--- src/rtl/bp_train_scheduler_if.sv ---
// Lookup/feedback/table-port bundle for bp_train_scheduler.
// slave: the scheduler side; master: the decode/EX/table side driving it.
interface bp_train_scheduler_if #(
  parameter int unsigned ADDR_WIDTH = 32,
  parameter int unsigned IDX_BITS   = 4
);
  // Decode-stage lookup request
  logic                  i_req_valid;
  logic [ADDR_WIDTH-1:0] i_req_pc;
  // EX-stage branch resolution
  logic                  i_fb_valid;
  logic [ADDR_WIDTH-1:0] i_fb_pc;
  logic                  i_fb_prediction;
  logic                  i_fb_outcome;
  // Shared predictor table port
  logic                  o_tbl_en;
  logic                  o_tbl_we;
  logic [IDX_BITS-1:0]   o_tbl_idx;
  logic                  o_tbl_outcome;
  logic                  o_tbl_mispred;
  logic                  o_req_stall;

  modport slave (
    input  i_req_valid, i_req_pc,
    input  i_fb_valid, i_fb_pc, i_fb_prediction, i_fb_outcome,
    output o_tbl_en, o_tbl_we, o_tbl_idx, o_tbl_outcome, o_tbl_mispred,
    output o_req_stall
  );

  modport master (
    output i_req_valid, i_req_pc,
    output i_fb_valid, i_fb_pc, i_fb_prediction, i_fb_outcome,
    input  o_tbl_en, o_tbl_we, o_tbl_idx, o_tbl_outcome, o_tbl_mispred,
    input  o_req_stall
  );
endinterface

--- src/rtl/bp_train_scheduler.sv ---
// bp_train_scheduler: arbitrates a single predictor-table port between decode
// lookups and read-modify-write training driven from a small feedback FIFO.
// Lookups normally win; a starvation counter forces training through after
// STARVE_LIMIT consecutive deferrals, stalling decode for that cycle.
// Optional macro BP_SCHED_STATS_EN adds o_pred_count / o_miss_count.
module bp_train_scheduler #(
  parameter int unsigned ADDR_WIDTH   = 32,
  parameter int unsigned IDX_BITS     = 4,
  parameter int unsigned DEPTH        = 4,
  parameter int unsigned STARVE_LIMIT = 3
) (
  input  logic                     clk,
  input  logic                     rst,
  bp_train_scheduler_if.slave      bus,
  output logic                     o_fb_drop,
  output logic [$clog2(DEPTH):0]   o_fifo_count
`ifdef BP_SCHED_STATS_EN
  ,
  output logic [31:0]              o_pred_count,
  output logic [31:0]              o_miss_count
`endif
);

  localparam int unsigned PTR_W = $clog2(DEPTH);
  localparam int unsigned CNT_W = $clog2(DEPTH) + 1;
  localparam int unsigned STV_W = (STARVE_LIMIT > 0) ? $clog2(STARVE_LIMIT + 1) : 1;

  localparam logic [1:0] S_IDLE     = 2'd0;
  localparam logic [1:0] S_TRAIN_RD = 2'd1;
  localparam logic [1:0] S_TRAIN_WR = 2'd2;

  localparam logic [STV_W-1:0] STV_MAX  = STV_W'(STARVE_LIMIT);
  localparam logic [CNT_W-1:0] CNT_FULL = CNT_W'(DEPTH);

  typedef struct packed {
    logic [IDX_BITS-1:0] idx;
    logic                outcome;
    logic                mispred;
  } fb_entry_t;

  logic [1:0]          r_state;
  logic [1:0]          w_state_nxt;
  logic [STV_W-1:0]    r_starve;
  logic [STV_W-1:0]    w_starve_nxt;

  fb_entry_t           r_mem [DEPTH];
  logic [PTR_W-1:0]    r_wr_ptr;
  logic [PTR_W-1:0]    r_rd_ptr;
  logic [CNT_W-1:0]    r_count;
  logic [CNT_W-1:0]    w_count_nxt;

  fb_entry_t           w_head;
  fb_entry_t           w_fb_entry;
  logic [IDX_BITS-1:0] w_req_idx;

  logic                w_train_active;
  logic                w_train_grant;
  logic                w_req_grant;
  logic                w_full;
  logic                w_pop;
  logic                w_push;
  logic                w_drop;

  logic                w_tbl_en;
  logic                w_tbl_we;
  logic [IDX_BITS-1:0] w_tbl_idx;
  logic                w_tbl_outcome;
  logic                w_tbl_mispred;
  logic                w_req_stall;

  // Only PC bits [IDX_BITS+1:2] feed the index hash
  logic                w_unused_pc_bits;
  assign w_unused_pc_bits = ^{bus.i_req_pc[ADDR_WIDTH-1:IDX_BITS+2], bus.i_req_pc[1:0],
                              bus.i_fb_pc[ADDR_WIDTH-1:IDX_BITS+2], bus.i_fb_pc[1:0]};

  assign w_req_idx          = bus.i_req_pc[IDX_BITS+1:2];
  assign w_fb_entry.idx     = bus.i_fb_pc[IDX_BITS+1:2];
  assign w_fb_entry.outcome = bus.i_fb_outcome;
  assign w_fb_entry.mispred = bus.i_fb_prediction ^ bus.i_fb_outcome;
  assign w_head             = r_mem[r_rd_ptr];

  // Port arbitration: lookups win unless training has been starved too long
  always_comb begin
    w_train_active = !rst && ((r_state == S_TRAIN_RD) || (r_state == S_TRAIN_WR));
    w_train_grant  = w_train_active && (!bus.i_req_valid || (r_starve == STV_MAX));
    w_req_grant    = !rst && bus.i_req_valid && !w_train_grant;
    w_pop          = w_train_grant && (r_state == S_TRAIN_WR);
    w_full         = (r_count == CNT_FULL);
    // A pop in the same cycle frees the slot, so a full FIFO still accepts
    w_push         = !rst && bus.i_fb_valid && (!w_full || w_pop);
    w_drop         = !rst && bus.i_fb_valid && w_full && !w_pop;
    w_count_nxt    = r_count + CNT_W'(w_push) - CNT_W'(w_pop);
  end

  // Next state, starvation counter and table port drive
  always_comb begin
    w_state_nxt   = r_state;
    w_starve_nxt  = r_starve;
    w_tbl_en      = 1'b0;
    w_tbl_we      = 1'b0;
    w_tbl_idx     = '0;
    w_tbl_outcome = 1'b0;
    w_tbl_mispred = 1'b0;
    w_req_stall   = bus.i_req_valid && w_train_grant;

    case (r_state)
      S_IDLE: begin
        w_starve_nxt = '0;
        // A push this cycle lets the read go out on the very next cycle
        if (w_count_nxt != '0) begin
          w_state_nxt = S_TRAIN_RD;
        end
      end
      S_TRAIN_RD: begin
        if (w_train_grant) begin
          w_tbl_en    = 1'b1;
          w_tbl_idx   = w_head.idx;
          w_state_nxt = S_TRAIN_WR;
        end
      end
      S_TRAIN_WR: begin
        if (w_train_grant) begin
          w_tbl_en      = 1'b1;
          w_tbl_we      = 1'b1;
          w_tbl_idx     = w_head.idx;
          w_tbl_outcome = w_head.outcome;
          w_tbl_mispred = w_head.mispred;
          w_state_nxt   = (w_count_nxt != '0) ? S_TRAIN_RD : S_IDLE;
        end
      end
      default: begin
        w_state_nxt = S_IDLE;
      end
    endcase

    if (w_train_active) begin
      if (w_train_grant) begin
        w_starve_nxt = '0;
      end else if (r_starve != STV_MAX) begin
        w_starve_nxt = r_starve + STV_W'(1);
      end
    end

    if (w_req_grant) begin
      w_tbl_en  = 1'b1;
      w_tbl_we  = 1'b0;
      w_tbl_idx = w_req_idx;
    end
  end

  assign bus.o_tbl_en      = w_tbl_en;
  assign bus.o_tbl_we      = w_tbl_we;
  assign bus.o_tbl_idx     = w_tbl_idx;
  assign bus.o_tbl_outcome = w_tbl_outcome;
  assign bus.o_tbl_mispred = w_tbl_mispred;
  assign bus.o_req_stall   = w_req_stall;
  assign o_fb_drop         = w_drop;
  assign o_fifo_count      = r_count;

  // FSM state and starvation counter
  always_ff @(posedge clk or posedge rst) begin
    if (rst) begin
      r_state  <= S_IDLE;
      r_starve <= '0;
    end else begin
      r_state  <= w_state_nxt;
      r_starve <= w_starve_nxt;
    end
  end

  // FIFO pointers and occupancy
  always_ff @(posedge clk or posedge rst) begin
    if (rst) begin
      r_wr_ptr <= '0;
      r_rd_ptr <= '0;
      r_count  <= '0;
    end else begin
      if (w_push) begin
        r_wr_ptr <= r_wr_ptr + PTR_W'(1);
      end
      if (w_pop) begin
        r_rd_ptr <= r_rd_ptr + PTR_W'(1);
      end
      r_count <= w_count_nxt;
    end
  end

  // FIFO storage; contents are don't-care while the count says empty
  always_ff @(posedge clk) begin
    if (w_push) begin
      r_mem[r_wr_ptr] <= w_fb_entry;
    end
  end

`ifdef BP_SCHED_STATS_EN
  logic [31:0] r_pred_count;
  logic [31:0] r_miss_count;

  // Accepted-lookup and pushed-mispredict counters, free-running wrap
  always_ff @(posedge clk or posedge rst) begin
    if (rst) begin
      r_pred_count <= '0;
      r_miss_count <= '0;
    end else begin
      if (w_req_grant) begin
        r_pred_count <= r_pred_count + 32'd1;
      end
      if (w_push && w_fb_entry.mispred) begin
        r_miss_count <= r_miss_count + 32'd1;
      end
    end
  end

  assign o_pred_count = r_pred_count;
  assign o_miss_count = r_miss_count;

`ifdef SIMULATION
  int unsigned sim_pred_events;
  int unsigned sim_miss_events;

  function automatic void stats_event(input string name);
    if (name == "branch_pred") sim_pred_events = sim_pred_events + 1;
    if (name == "branch_miss") sim_miss_events = sim_miss_events + 1;
  endfunction

  // Simulation-only statistics event hook, one call per counter increment
  always @(posedge clk) begin
    if (!rst && w_req_grant) stats_event("branch_pred");
    if (!rst && w_push && w_fb_entry.mispred) stats_event("branch_miss");
  end
`endif
`else
  // Statistics disabled: no counters and no statistics ports.
`endif

endmodule

--- src/flat_wrapper.sv ---
// flat-port wrapper written by rule: the top's interface ports become plain ports
module bp_train_scheduler_flat 
#(
  parameter int unsigned ADDR_WIDTH   = 32,
  parameter int unsigned IDX_BITS     = 4,
  parameter int unsigned DEPTH        = 4,
  parameter int unsigned STARVE_LIMIT = 3
)
  (clk, rst, o_fb_drop, o_fifo_count, bus_i_req_valid, bus_i_req_pc, bus_i_fb_valid, bus_i_fb_pc, bus_i_fb_prediction, bus_i_fb_outcome, bus_o_tbl_en, bus_o_tbl_we, bus_o_tbl_idx, bus_o_tbl_outcome, bus_o_tbl_mispred, bus_o_req_stall);
  bp_train_scheduler_if #(.ADDR_WIDTH(ADDR_WIDTH), .IDX_BITS(IDX_BITS)) bus_i ();
  input  logic clk;
  input  logic rst;
  output logic o_fb_drop;
  output logic [$clog2(DEPTH):0] o_fifo_count;
  input wire logic [$bits(bus_i.i_req_valid)-1:0] bus_i_req_valid;
  input wire logic [$bits(bus_i.i_req_pc)-1:0] bus_i_req_pc;
  input wire logic [$bits(bus_i.i_fb_valid)-1:0] bus_i_fb_valid;
  input wire logic [$bits(bus_i.i_fb_pc)-1:0] bus_i_fb_pc;
  input wire logic [$bits(bus_i.i_fb_prediction)-1:0] bus_i_fb_prediction;
  input wire logic [$bits(bus_i.i_fb_outcome)-1:0] bus_i_fb_outcome;
  output wire logic [$bits(bus_i.o_tbl_en)-1:0] bus_o_tbl_en;
  output wire logic [$bits(bus_i.o_tbl_we)-1:0] bus_o_tbl_we;
  output wire logic [$bits(bus_i.o_tbl_idx)-1:0] bus_o_tbl_idx;
  output wire logic [$bits(bus_i.o_tbl_outcome)-1:0] bus_o_tbl_outcome;
  output wire logic [$bits(bus_i.o_tbl_mispred)-1:0] bus_o_tbl_mispred;
  output wire logic [$bits(bus_i.o_req_stall)-1:0] bus_o_req_stall;
  assign bus_i.i_req_valid = bus_i_req_valid;
  assign bus_i.i_req_pc = bus_i_req_pc;
  assign bus_i.i_fb_valid = bus_i_fb_valid;
  assign bus_i.i_fb_pc = bus_i_fb_pc;
  assign bus_i.i_fb_prediction = bus_i_fb_prediction;
  assign bus_i.i_fb_outcome = bus_i_fb_outcome;
  assign bus_o_tbl_en = bus_i.o_tbl_en;
  assign bus_o_tbl_we = bus_i.o_tbl_we;
  assign bus_o_tbl_idx = bus_i.o_tbl_idx;
  assign bus_o_tbl_outcome = bus_i.o_tbl_outcome;
  assign bus_o_tbl_mispred = bus_i.o_tbl_mispred;
  assign bus_o_req_stall = bus_i.o_req_stall;
  bp_train_scheduler #(.ADDR_WIDTH(ADDR_WIDTH), .IDX_BITS(IDX_BITS), .DEPTH(DEPTH), .STARVE_LIMIT(STARVE_LIMIT)) u_core (.clk(clk), .rst(rst), .bus(bus_i), .o_fb_drop(o_fb_drop), .o_fifo_count(o_fifo_count));
endmodule
--- config.mk ---
export PLATFORM = sky130hd
export DESIGN_NAME = bp_train_scheduler_flat
export DESIGN_NICKNAME = d
export VERILOG_FILES = /design/src/rtl/bp_train_scheduler_if.sv /design/src/rtl/bp_train_scheduler.sv /design/src/flat_wrapper.sv
export SDC_FILE = /design/constraint.sdc
export NUM_CORES = 1
export LEC_CHECK = 0
export CAP_MARGIN = 20
export CORE_ASPECT_RATIO = 1.75
export CORE_MARGIN = 2
export CORE_UTILIZATION = 40
export DETAILED_ROUTE_END_ITERATION = 7
export PLACE_DENSITY = 0.81
export SLEW_MARGIN = 10
export SYNTH_ARGS = -nofsm -noshare
export SYNTH_HDL_FRONTEND = slang
export SYNTH_SLANG_ARGS = --single-unit
--- constraint.sdc ---
create_clock -name clk -period 3.9 [get_ports clk]
set_input_delay 1.17 -clock clk [delete_from_list [all_inputs] [get_ports clk]]
set_output_delay 1.17 -clock clk [all_outputs]
set_load 0.02 [all_outputs]
# Yosys cells after proc, flatten, opt, wreduce, memory -nomap -nowiden
# Memory sizes are Yosys's and may differ from the RTL's.
# Index checks and enable logic that the tools add are counted.
word_totals:
  ram_bits: 24
  register_bits: 11
  in_bits: 70
  n_memories: 1
memory_table:
  columns: ["memory", "depth", "width", "rd", "rd_ports_with_merged_regs", "wr", "line_no", "source"]
  rows:
  - ["u_core.r_mem", 4, 6, 1, 0, 1, "bp_train_scheduler.sv:46", "fb_entry_t r_mem [DEPTH];"]
classes:
  n_mux: 23
  reduce_logical: 22
  eq_ne: 8
  bitwise: 1
  addsub: 5
op_table:
  columns: ["op", "count"]
  rows:
  - ["$mux W2", 7]
  - ["$mux W1", 12]
  - ["$mux W4", 3]
  - ["$logic_and A1 B1 Y1", 10]
  - ["$add A2 B1 Y2 const B", 3]
  - ["$ne A2 B1 Y1 const B", 3]
  - ["$pmux W2 S3", 1]
  - ["$logic_not A1 Y1", 5]
  - ["$eq A2 B2 Y1 const B", 2]
  - ["$add A3 B1 Y3", 1]
  - ["$eq A3 B3 Y1 const B", 1]
  - ["$logic_or A1 B1 Y1", 3]
  - ["$reduce_and A3 Y1", 1]
  - ["$reduce_bool A3 Y1", 1]
  - ["$sub A3 B1 Y3", 1]
  - ["$eq A2 B1 Y1 const B", 1]
  - ["$logic_not A2 Y1", 1]
  - ["$ne A2 B2 Y1 const B", 1]
  - ["$reduce_or A2 Y1", 1]
  - ["$xor A1 B1 Y1", 1]

# Longest topological paths before layout
# Gate-level depths: netlist of run 1.
logic_depth:
  ltp_word: 13
  ltp_mapped: 13
  depth_no_buf: 13

# Least setup slack after synthesis of run 1
# OpenSTA, ideal clock, no wires.
synth_timing:
  kind: "input -> register"
  from: "input port rst"
  to: "register u_core.r_state[1]"
  slack_ns: 0.458
  setup_ns: 0.125
  arrival_ns: 3.317
  cell_stages: 11
  t_required_ns: 3.775
  cell_sequence: "and2b_2 nand3_4 inv_1 ha_1 inv_1 ha_1 fa_1 nor2_1 nand3_1 and2_4 mux2_4"
synth_via:
  elab_chain_len: 11
  word_cells_on_any_way: 14
  cone_classes: "2 x add/sub; 3 x eq/ne; 9 x reduce/logical"
synth_rtl:
  columns: ["element", "line_no", "source"]
  rows:
  - ["start, declared", "flat_wrapper.sv:12", "input logic rst;"]
  - ["$logic_not A1 Y1 *", "bp_train_scheduler.sv:84, bp_train_scheduler.sv:90", null]
  - ["$logic_and A1 B1 Y1", "bp_train_scheduler.sv:84", "w_train_active = !rst && ((r_state == S_TRAIN_RD) || (r_state == S_TRAIN_WR));"]
  - ["$logic_and A1 B1 Y1", "bp_train_scheduler.sv:85", "w_train_grant = w_train_active && (!bus.i_req_valid || (r_starve == STV_MAX));"]
  - ["$logic_and A1 B1 Y1", "bp_train_scheduler.sv:87", "w_pop = w_train_grant && (r_state == S_TRAIN_WR);"]
  - ["$logic_or A1 B1 Y1", "bp_train_scheduler.sv:90", "w_push = !rst && bus.i_fb_valid && (!w_full || w_pop);"]
  - ["$logic_and A1 B1 Y1", "bp_train_scheduler.sv:90", null]
  - ["$add A3 B1 Y3", "bp_train_scheduler.sv:92", "w_count_nxt = r_count + CNT_W'(w_push) - CNT_W'(w_pop);"]
  - ["$sub A3 B1 Y3 *", "bp_train_scheduler.sv:92", null]
  - ["named net u_core.w_count_nxt[1]", "bp_train_scheduler.sv:50", "logic [CNT_W-1:0] w_count_nxt;"]
  - ["$reduce_bool A3 Y1 *", "bp_train_scheduler.sv:110", "if (w_count_nxt != '0) begin"]
  - ["$ne A2 B1 Y1 (no line) *", null, null]
  - ["$reduce_and A3 Y1 (no line) *", null, null]
  - ["end signal, assigned", "bp_train_scheduler.sv:166", "r_state <= w_state_nxt;"]
  - ["end, declared", "bp_train_scheduler.sv:41", "logic [1:0] r_state;"]
# The timed path passes the listed nets; every way through them passes the cells marked *.
# A chain may end at the register's enable or synchronous reset.

# Worst setup path after layout of run 1
layout_timing:
  from: "input port bus_i_req_valid"
  to: "output port bus_o_tbl_idx[1]"
layout_via:
  elab_chain_len: 6
  word_cells_on_any_way: 9
  cone_classes: "3 x mux; 6 x reduce/logical"
layout_rtl:
  columns: ["element", "line_no", "source"]
  rows:
  - ["start, declared", "flat_wrapper.sv:15", "input wire logic [$bits(bus_i.i_req_valid)-1:0] bus_i_req_valid;"]
  - ["$logic_not A1 Y1", "bp_train_scheduler.sv:85", null]
  - ["$logic_or A1 B1 Y1", "bp_train_scheduler.sv:85", null]
  - ["$logic_and A1 B1 Y1", "bp_train_scheduler.sv:85", null]
  - ["$mux W4 / $logic_not A1 Y1 (equally long branches)", "bp_train_scheduler.sv:115, bp_train_scheduler.sv:122, bp_train_scheduler.sv:86", null]
  - ["$mux W4 / $logic_and A1 B1 Y1 (equally long branches)", null, null]
  - ["$mux W4 *", "bp_train_scheduler.sv:144", "if (w_req_grant) begin"]
  - ["end, declared", "flat_wrapper.sv:23", "output wire logic [$bits(bus_i.o_tbl_idx)-1:0] bus_o_tbl_idx;"]
# Mark *: on every way between the ends. The rest lies on a longest branch, timed or not.

==> results of run 1 <==
-- final timing paths --
check                                    from            endpoint  slack (ns)  cells after the start
setup / recovery              bus_i_req_valid    bus_o_tbl_idx[1]         0.1                      6
hold / removal             u_core.r_wr_ptr[1]  u_core.r_wr_ptr[1]        0.58                      1
setup reg to reg            u_core.r_state[0]   u_core.r_state[1]        0.58                     14
hold reg to reg            u_core.r_wr_ptr[1]  u_core.r_wr_ptr[1]        0.58                      1
max in group asynchronous                 rst  u_core.r_wr_ptr[0]        2.30                      4
min in group asynchronous                 rst  u_core.r_starve[1]        1.45                      4
-- cells by family (layout without fill, tap and decap cells) --
logic type | count (synthesis) | in the layout | synth area share, %
adders and majority gates | 12 | 12 | 9.26
AOI/OAI and AO/OA | 11 | 11 | 5.95
and+or+nand+nor | 30 | 30 | 10.1
xor gates and xnor gates | 5 | 5 | 3.53
buffers and inverters | 14 | 60 | 3.16
muxes | 8 | 8 | 9.48
DFF | 35 | 35 | 58.5
-- worst register-to-register path: stages (launching register included) --
cell,delay [ns]
dfrtp_1,0.41
inv_1,0.10
ha_1,0.40
and2b_2,0.26
nand3_4,0.10
inv_1,0.10
buf_4,0.14
ha_1,0.26
inv_1,0.04
ha_1,0.18
fa_1,0.46
nor2_1,0.18
nand3_1,0.10
and2_4,0.17
mux2_4,0.29
-- stage by stage --
step           setup slack (ns)  std cells
6_report                 0.0996        210
5_1_grt                  0.0321        210
4_1_cts                   0.112        210
3_5_place_dp             -0.120        202
3_3_place_gp            -0.0895        202
2_1_floorplan             0.458        115
-- cell type report --
| type | instances | area [µm²] |
|---|---|---|
| multi-input combinational | 66 | 653 |
| clock inverter | 3 | 38.8 |
| inverter | 12 | 45.0 |
| timing repair buffer | 40 | 354 |
| sequential | 35 | 996 |
| tap | 49 | 61.3 |
| clock buffer | 5 | 68.8 |
| fill | 349 | 1890 |
-- flip-flops by register name, summed over array words and instances, names as in the netlist --
name / cells
u_core.r_state: 2
u_core.r_wr_ptr: 2
u_core.o_fifo_count: 3
u_core.r_starve: 2
u_core.r_rd_ptr: 2
u_core.r_mem: 24
-- cells in the final DEF (no fill, tap or decap), drive strengths merged, types with 2 or more instances in the layout --
cell type	n
clkbuf	5
nand3	3
ha	11
clkdlybuf4s50	17
and2	7
nand2	3
xnor2	3
edfxtp	24
nor2	10
mux2	2
buf	14
clkinv	2
mux4	6
a32oi	4
inv	12
nand2b	2
dfrtp	11
dlygate4sd2	9
-- layer usage --
metal | GRT usage [%] | vias up | part of all wire, %
li1 | - | 508 | -
met1 | 14.7 | 553 | 34
met2 | 31.6 | 35 | 62
met3 | 3.31 | 2 | 4.1
met4 | 5.77 | 0 | 0.59
met5 | 0 | - | 0
-- repair_timing --
action | CTS | global route
hold buffers | 0 | 0
setup endpoints to repair | 9 | 0
gates resized for setup | 9 | 0
-- power breakdown --
part           total [mW]  leakage (nW)  internal (mW)  switching (mW)
clock               0.307        0.0556          0.187           0.120
sequential          0.563         0.353          0.483          0.0803
combinational       0.608         0.525          0.319           0.289
==> run_results.csv, run 1 <==
group,metric,value,unit
worst_hold_path,hold_class,"reg -> reg",
place,numPortBuffers,26,
critical_path,slowest_delay,0.53,ns
synthesis,yosysTopAreaCellShare,42.3,%
cells_and_area,fin_util,53.9,%
sta,setup_viol,0,
cts,cts_tree,"yes",
critical_path,crit_type,"in -> out",
cts,cts-buffers-inserted,5,
synthesis,syn-num-nets,197,
outcome,status,"completed",
global_route,antenna_found_initial,0,
global_route,grt_pass1_vias,1183,
route,drt_iter0_drc,8,
synthesis,synth_top_area_cell,"edfxtp_1",
cells_and_area,areaGrowthSynthToFinish,30.2,%
power,leakagePower,0.934,nW
place,dp_hpwl,2620,µm
sta,worst_slew_pin_slew,0.433,ns
cells_and_area,finalNetCount,242,
route,route.detailed.wl_per_inst,16.2,µm
critical_path,critPathTopFamily,"buffers and inverters",
global_route,grt_use_total,16.1,%
cts,clock_latency,0.28,ns
floorplanning,rows,31,
sta,finalCritPeriodShare,97.4,%
sta,rsz0062_at_grt,"false",
route,vias,1098,
synthesis,syn-cell-area,1700,µm²
power,finalPower,1.48,mW
floorplanning,io_pins,83,
cells_and_area,fin_area,2220,µm²
synthesis,synthCells,115,
sta,drv_slew,0,
sta,max_freq,0.263,GHz
floorplanning,die_area,4820,µm²
synthesis,yosysWarnings,0,
critical_path,crit_path_cell_trace,"clkdlybuf4s50_1, nand2b_1, buf_4, a32oi_1, nor2_1, dlygate4sd2_1",
floorplanning,die_w,53.3,µm
synthesis,synth_ff_type,"edfxtp_1",
synthesis,synthTopCellsByArea,"edfxtp_1 42%, dfrtp_1 16%, ha_1 8.1%, mux4_2 7.9%, inv_1 2.6%",
route,drtPass1Iterations,4,
power,ir_drop,0.423,mV
sta,hold_violations,0,
synthesis,synth-edff-count,24,
sta,fin_setup_tns,0,ns
cells_and_area,drive_gt1_share,21.1,%
synthesis,synth-async-reset-ratio,31.4,%
synthesis,synth.most_common_cell,"edfxtp_1",
cts,cts_buffer_depth,2,
global_route,grt_overflow,0,
sta,max_slew_margin,71.1,%
sta,holdWs,0.577,ns
synthesis,syn_avg_cell_area,14.8,µm²
critical_path,cp_slowest_cell,"clkdlybuf4s50_1",
place,place_area,2120,µm²
sta,period_needed,3.80,ns
cts,h-tree-depth,2,
synthesis,synth_cell_type_count,33,
floorplanning,start_util,41.4,%
synthesis,ys_seq_area_share,58.5,%
critical_path,critPathArrivalTime,2.63,ns
critical_path,crit_fanout,6,
flow_run,drv_cap,0,
floorplanning,design.core.area,4110,µm²
power,cellPowerDensity,667,nW/µm²
synthesis,ys_ff_latch,35,
route,viasPerCell,5.23,
critical_path,cp_num_buf_inv,3,
critical_path,endpoint_kind,"primary output",
global_route,grt_max_degree,12,
floorplanning,die_y,90.3,µm
place,place_congestion,0.641,
synthesis,synth_commonest_cells,"24 x edfxtp_1, 12 x inv_1, 11 x dfrtp_1, 11 x ha_1, 10 x nor2_1",
cells_and_area,antenna_cells,0,
route,routed_wirelength,3410,µm
cts,clock_sinks,35,
cts,path_clk_slew,0.06,ns
cts,postCtsSetupRepairBufs,0,
sta,clock_skew,0.00750,ns
critical_path,cp-start-kind,"primary input",
global_route,grt_pass1_wl,5620,µm
route,drcViolationCount,0,
cts,cts-root-buf,"clkbuf_8",
route,ant_nets,0,
critical_path,required,2.73,ns
Note: power is estimated with default switching activity, not from simulation.
==> run 2, diff against run 1 <==
Settings changed: CAP_MARGIN 20 to default.
==> results of run 2 <==
Same layout as run 1: the final DEF is identical, and so are final timing and power.
